<file path="src/rtl/hazard_scoreboard.sv">
// Hazard controller for the 5-stage MIPS pipeline: tracks the write-back destinations
// in EX/MEM/WB to raise load-use and branch-in-ID stalls and to drive the EX forwarding selects.
module hazard_scoreboard #(
  parameter int REG_W = 5,
  parameter int CNT_W = 16
) (
  input  logic             Clk,
  input  logic             Rst,
  input  logic             id_valid,
  input  logic [REG_W-1:0] id_rs,
  input  logic [REG_W-1:0] id_rt,
  input  logic             id_use_rs,
  input  logic             id_use_rt,
  input  logic [REG_W-1:0] id_dst,
  input  logic             id_reg_write,
  input  logic             id_mem_read,
  input  logic             id_is_branch,
  input  logic             flush,
  output logic             stall,
  output logic             pc_write,
  output logic             ifid_write,
  output logic [1:0]       fwd_a,
  output logic [1:0]       fwd_b,
  output logic [CNT_W-1:0] stall_count
);

  typedef struct packed {
    logic             v;
    logic [REG_W-1:0] dst;
    logic             ld;
    logic [REG_W-1:0] rs;
    logic [REG_W-1:0] rt;
  } entry_t;

  localparam entry_t BUBBLE = '0;

  localparam logic [1:0] FWD_RF  = 2'b00;
  localparam logic [1:0] FWD_MEM = 2'b10;
  localparam logic [1:0] FWD_WB  = 2'b01;

  entry_t           ex_q, ex_d;
  entry_t           mem_q, mem_d;
  entry_t           wb_q, wb_d;
  logic [CNT_W-1:0] stall_count_q, stall_count_d;

  logic hz_ex_rs, hz_ex_rt;
  logic hz_mem_rs, hz_mem_rt;
  logic load_use, branch_ex, branch_mem_ld;
  logic stall_c;

  // $0 is hard-wired, so a write to it never creates a dependence.
  function automatic logic match(input entry_t e, input logic [REG_W-1:0] r);
    return e.v && (e.dst == r) && (r != '0);
  endfunction

  function automatic logic [CNT_W-1:0] sat_inc(input logic [CNT_W-1:0] c);
    return (&c) ? c : c + CNT_W'(1);
  endfunction

  // Younger producer (MEM) wins over the older one (WB).
  function automatic logic [1:0] fwd_sel(input entry_t m, input entry_t w,
                                         input logic [REG_W-1:0] r);
    if (match(m, r))
      return FWD_MEM;
    else if (match(w, r))
      return FWD_WB;
    else
      return FWD_RF;
  endfunction

  always_comb begin
    hz_ex_rs      = id_use_rs && match(ex_q, id_rs);
    hz_ex_rt      = id_use_rt && match(ex_q, id_rt);
    hz_mem_rs     = id_use_rs && match(mem_q, id_rs);
    hz_mem_rt     = id_use_rt && match(mem_q, id_rt);
    load_use      = ex_q.ld && (hz_ex_rs || hz_ex_rt);
    branch_ex     = id_is_branch && (hz_ex_rs || hz_ex_rt);
    branch_mem_ld = id_is_branch && mem_q.ld && (hz_mem_rs || hz_mem_rt);
    stall_c       = id_valid && !flush && (load_use || branch_ex || branch_mem_ld);
  end

  // ID -> EX boundary: a stalled, flushed or empty ID slot enters EX as a bubble.
  always_comb begin
    ex_d = BUBBLE;
    if (id_valid && !stall_c && !flush) begin
      ex_d.v   = id_reg_write;
      ex_d.dst = id_dst;
      ex_d.ld  = id_mem_read && id_reg_write;
      ex_d.rs  = id_rs;
      ex_d.rt  = id_rt;
    end
    mem_d         = ex_q;
    wb_d          = mem_q;
    stall_count_d = stall_c ? sat_inc(stall_count_q) : stall_count_q;
  end

  always_ff @(posedge Clk or posedge Rst) begin
    if (Rst) begin
      ex_q          <= BUBBLE;
      mem_q         <= BUBBLE;
      wb_q          <= BUBBLE;
      stall_count_q <= '0;
    end else begin
      ex_q          <= ex_d;
      mem_q         <= mem_d;
      wb_q          <= wb_d;
      stall_count_q <= stall_count_d;
    end
  end

  always_comb begin
    stall       = stall_c;
    pc_write    = !stall_c;
    ifid_write  = !stall_c;
    fwd_a       = fwd_sel(mem_q, wb_q, ex_q.rs);
    fwd_b       = fwd_sel(mem_q, wb_q, ex_q.rt);
    stall_count = stall_count_q;
  end

  // Source fields and the load flag travel with the entry but are only consumed in EX/MEM.
  logic unused_fields;
  assign unused_fields = ^{mem_q.rs, mem_q.rt, wb_q.ld, wb_q.rs, wb_q.rt};

endmodule

</file>
<file path="config.mk">
export PLATFORM = sky130hd
export DESIGN_NAME = hazard_scoreboard
export DESIGN_NICKNAME = d
export VERILOG_FILES = /design/src/rtl/hazard_scoreboard.sv
export SDC_FILE = /design/constraint.sdc
export NUM_CORES = 1
export LEC_CHECK = 0
export CORE_ASPECT_RATIO = 1.1
export CORE_UTILIZATION = 55
export CTS_CLUSTER_SIZE = 24
export DETAILED_ROUTE_END_ITERATION = 16
export PLACE_DENSITY = 0.95
export SYNTH_ARGS = -nofsm -noshare
export SYNTH_HDL_FRONTEND = slang
export SYNTH_SLANG_ARGS = --single-unit
export TNS_END_PERCENT = 100
</file>
<file path="constraint.sdc">
create_clock -name Clk -period 7.2 [get_ports Clk]
set_input_delay 1.44 -clock Clk [delete_from_list [all_inputs] [get_ports Clk]]
set_output_delay 1.44 -clock Clk [all_outputs]
set_load 0.05 [all_outputs]
</file>
**Word-level counts from Yosys, hierarchy flattened**

Index checks and enable logic that the tools add are counted.

- Bits in registers: 46
- Bits in latches: 0
- Memory bits (writable): 0
- Memory bits (read-only): 0
- Output and inout bits: 23
- Word-level logic and storage cells: 67
- Memories: 0

- $add $sub $neg: 1
- Multipliers: 0
- Div/mod/pow operators: 0
- $lt $le $gt $ge: 0
- Equality and inequality tests: 8
- Shifts and indexed selects: 0
- Multiplexer cells: 5
- Bitwise operators: 1
- Reduce and logical (&&, ||, !) cells: 41

Operators with widths:

| kind | count |
|---|---|
| equality test 5 bit | 8 |
| logical AND 1 bit | 29 |
| nonzero test 5 bit | 4 |
| two-way mux 17 bit | 1 |
| adder 16 x 1 -> 16 bit (second input constant) | 1 |
| AND reduction 16 bit | 1 |
| logical OR 1 bit | 4 |
| two-way mux 2 bit | 2 |
| logical NOT 1 bit | 2 |
| two-way mux 1 bit | 2 |
| AND reduction 2 bit | 1 |
| NOT 1 bit | 1 |

**Depth between registers and ports, before layout**

- Depth in word-level cells: 13
- Mapped depth: 9
- Gate-level depth less buffers: 7

**Least setup slack after synthesis**

No wires, ideal clock.

- Path kind: input to output
- From: input port id_rt[1]
- To: output port pc_write
- Arrival: 3.357 ns
- Data required time: 5.760 ns
- Setup slack: 2.403 ns
- Stages: 8
- Cells stage by stage: or4_1 o21ai_1 nor4_1 o2111ai_2 a21oi_2 buf_6 inv_1 buf_4

- Cells in the longest elaborated chain, start to end: 10
- Elaborated cells between the ends (all ways): 18

RTL lines:

| element | RTL line | RTL |
|---|---|---|
| from (decl) | 11 | `input logic [REG_W-1:0] id_rt,` |
| equality test 5 bit | 53 | `return e.v && (e.dst == r) && (r != '0);` |
| logical AND 1 bit (2 in series) | 53 |  |
| logical AND 1 bit | 73 | `hz_ex_rt = id_use_rt && match(ex_q, id_rt);` |
| logical OR 1 bit | 76, 77 |  |
| logical AND 1 bit, on equally long branches | 76, 77 |  |
| logical OR 1 bit | 79 | `stall_c = id_valid && !flush && (load_use \|\| branch_ex \|\| branch_mem_ld);` |
| logical OR 1 bit (*) | 79 |  |
| logical AND 1 bit (*) | 79 |  |
| via stall | 19 | `output logic stall,` |
| logical NOT 1 bit (*) | n/a |  |
| to (decl) | 20 | `output logic pc_write,` |

The timed path passes the listed nets; every way through them passes the cells marked *.

**Final worst setup path**

- From: input port id_rt[1]
- To: output port ifid_write

- Cells in the longest elaborated chain, start to end: 10
- Elaborated cells between the ends (all ways): 18

RTL lines:

| element | RTL line | RTL |
|---|---|---|
| equality test 5 bit | 53 |  |
| logical AND 1 bit (2 in series) | 53 |  |
| logical AND 1 bit | 73 |  |
| logical OR 1 bit | 76, 77 |  |
| logical AND 1 bit, on equally long branches | 76, 77 |  |
| logical OR 1 bit | 79 |  |
| logical OR 1 bit (*) | 79 |  |
| logical AND 1 bit (*) | 79 |  |
| logical NOT 1 bit (*) | 114 | `ifid_write = !stall_c;` |
| to (decl) | 21 | `output logic ifid_write,` |

Mark *: on every way between the ends. The rest lies on a longest branch, timed or not.

==> impl_metrics.py <==
metrics = {
    "synth": {
        "yosys_register_bits": 46,
        "synth_cells": 197,
        "synth_ff_type": "dfrtp_1",
        "synth-edff-count": 0,
        "ys_async_sr_fraction": 1.00,
        "yosys_warnings": 0,
        "synth.distinct_cells": 27,
        "seq_area_frac_synth": 0.506,
        "syn_avg_cell_area_um2": 11.5,
        "syn_nets": 222,
        "synthesis.area_um2": 2270,
    },
    "final_layout": {
        "diodes": 0,
        "fillers": 266,
        "nets": 272,
        "syn_to_final_growth_pct": 26.7,
        "layout-drive-gt1-share": 0.0927,
    },
    "timing": {
        "fin_setup_tns_ns": 0,
        "max_freq_ghz": 0.178,
        "setup_viol": 0,
        "worst_pin_slew_ns": 0.812,
        "rsz0062_at_grt": "no",
        "maxSlewHeadroom": 0.457,
        "period_minus_slack_ns": 5.63,
        "hold_viol_final": 0,
        "slew_violations": 0,
        "finalClockSkew_ns": 0.00447,
        "fin_crit_sh": 0.781,
    },
    "floorplanning": {
        "fp.dieArea_um2": 4400,
        "core_um2": 3960,
        "num_io_pins": 47,
        "initial_utilization": 0.574,
        "fp.dieH_um": 69.5,
        "fp.dieW_um": 63.3,
        "rows": 24,
    },
    "global_route": {
        "gr-usage-all-layers": 0.225,
        "antenna_found_initial": 0,
        "grt_max_degree": 47,
        "grt-ovfl-total": 0,
        "grt_pass1_wl_um": 7530,
        "grt_pass1_vias": 1628,
    },
    "setup_path": {
        "startpoint_type": "input pin",
        "cpMostUsedCell": "clkdlybuf4s50_1",
        "critical_path_class": "input pin to primary output",
        "crit_chain": "clkdlybuf4s50_1 > or4_1 > o21ai_1 > nor4_1 > o2111ai_2 > a21oi_2 > buf_4 > inv_1 > clkdlybuf4s50_1",
        "worstPathArrival_ns": 4.19,
        "required_ns": 5.76,
        "slowest_stage": "clkdlybuf4s50_1",
        "slowest_delay_ns": 0.80,
        "endpoint_kind": "primary output",
        "critPathMaxFanout": 17,
    },
    "cts": {
        "post_cts_buffers": 0,
        "worstSkewPairLatency_ns": 0.30,
        "ctsResizeCount": 0,
        "cts_hold_buf": 0,
        "cts_tree": "built",
        "cts_buffers": 5,
        "cts-root-buf": "clkbuf_8",
        "cts_buffer_depth": 2,
        "path_clk_slew_ns": 0.08,
        "cts_max_level": 2,
        "cts.sinks": 46,
    },
    "run": {
        "max_cap_viol_count": 0,
    },
    "power": {
        "ir_drop_mv": 0.159,
        "power_leakage_nw": 1.20,
        "power_mw": 0.511,
        "cellPowerDensity_nw_per_um2": 177,
    },
    "detailed_routing": {
        "drtPass1Iterations": 5,
        "wl_um": 4360,
        "vias": 1630,
        "wire_per_inst_um": 14.5,
        "antenna_left": 0,
        "drc": 0,
        "post_drt_via_cell_ratio": 5.43,
        "drt_iter0_markers": 78,
    },
    "hold_path": {
        "hold_path.class": "register to register",
    },
    "placed_design": {
        "port_buffers": 46,
        "dp.final_hpwl_um": 3260,
        "gp_congestion": 0.882,
    },
    "run_status": {
        "status": "complete, no violations",
    },
}
==> worst max-delay path, delay by kind of cell <==
kind	cells	cell delay (ns)
AOI/OAI and AO/OA	3	0.52
buffers and inverters	4	1.59
and+or+nand+nor	2	0.65
==> sequential cells by signal (all words and copies together), names as in the netlist <==
register,flops
ex_q,17
stall_count,16
mem_q,7
wb_q,6
==> final timing paths <==
path	start	to	slack, ns	cells after the start
setup / recovery	id_rt[1]	ifid_write	1.57	9
hold / removal	ex_q[16]	mem_q[16]	0.40	0
setup reg to reg	stall_count[6]	stall_count[1]	4.68	6
hold reg to reg	ex_q[16]	mem_q[16]	0.40	0
max in group asynchronous	Rst	ex_q[15]	5.25	3
min in group asynchronous	Rst	stall_count[6]	1.58	3
==> routing by layer <==
metal,part of all wire,GRT usage
met5,0,0
met4,0.021,0.124
met3,0.033,0.0428
met2,0.52,0.376
met1,0.42,0.271
==> cells by family after synthesis <==
family                   Yosys count  share of synthesized area
AND/OR/NAND/NOR                   81                      0.227
XOR/XNOR                          55                      0.212
flip-flops                        46                      0.506
buffers and inverters              8                     0.0236
AO/OA/AOI/OAI                      5                     0.0214
multiplexers                       1                    0.00495
adder cells (fa/ha/maj)            1                    0.00550
==> synthesized netlist by cell type, drive strengths merged (2+ instances only) <==
| master | n | area share |
|---|---|---|
| nor4 | 8 | 0.022 |
| o21ai | 2 | 0.0044 |
| and4 | 3 | 0.012 |
| xor2 | 12 | 0.046 |
| dfrtp | 46 | 0.51 |
| or4 | 4 | 0.013 |
| nand2 | 6 | 0.011 |
| nand4 | 8 | 0.022 |
| xnor2 | 43 | 0.17 |
| nor2 | 6 | 0.013 |
| inv | 3 | 0.0050 |
| and3 | 9 | 0.025 |
| buf | 5 | 0.019 |
| and2 | 17 | 0.047 |
| nand3 | 18 | 0.057 |
==> where the power goes <==
group | internal (mW) | switching (mW) | leakage, nW | total [mW]
Combinational | 0.0274 | 0.0225 | 0.516 | 0.0499
Sequential | 0.265 | 0.00871 | 0.628 | 0.273
Clock | 0.102 | 0.0858 | 0.0579 | 0.188
==> cell type report <==
type,instances,area (um^2),area share
Timing Repair Buffer,48,475,0.165
Clock buffer,5,68.8,0.0239
Inverter,3,11.3,0.00391
Sequential cell,46,1150,0.399
Multi-Input combinational cell,143,1070,0.371
Tap cell,52,65.1,0.0226
Clock inverter,3,40.0,0.0139
==> layout by cell type, fill, tap and decap left out, types with 5 or more instances in the layout <==
cell and n:
nand2_1 5, and2_1 17, clkbuf_8 5, nor4_1 8
and3_1 9, xnor2_1 43, nand4_1 8, clkdlybuf4s50_1 46
dfrtp_1 46, nand3_2 8, xor2_1 12, nor2_1 5
nand3_1 10
==> stage by stage <==
stage / std cells / cell area (um^2) / setup slack (ns) / util / hold WS, ns
floorplan: 197 / 2270 / 2.40 / - / 0.349
global placement: 292 / 2770 / 1.66 / 0.699 / 0.379
detailed placement: 292 / 2770 / 1.58 / 0.699 / 0.380
CTS: 300 / 2880 / 1.56 / 0.727 / 0.400
global route: 300 / 2880 / 1.43 / 0.727 / 0.424
finish: 300 / 2880 / 1.57 / 0.727 / 0.405
(Power assumes the default switching activity.)
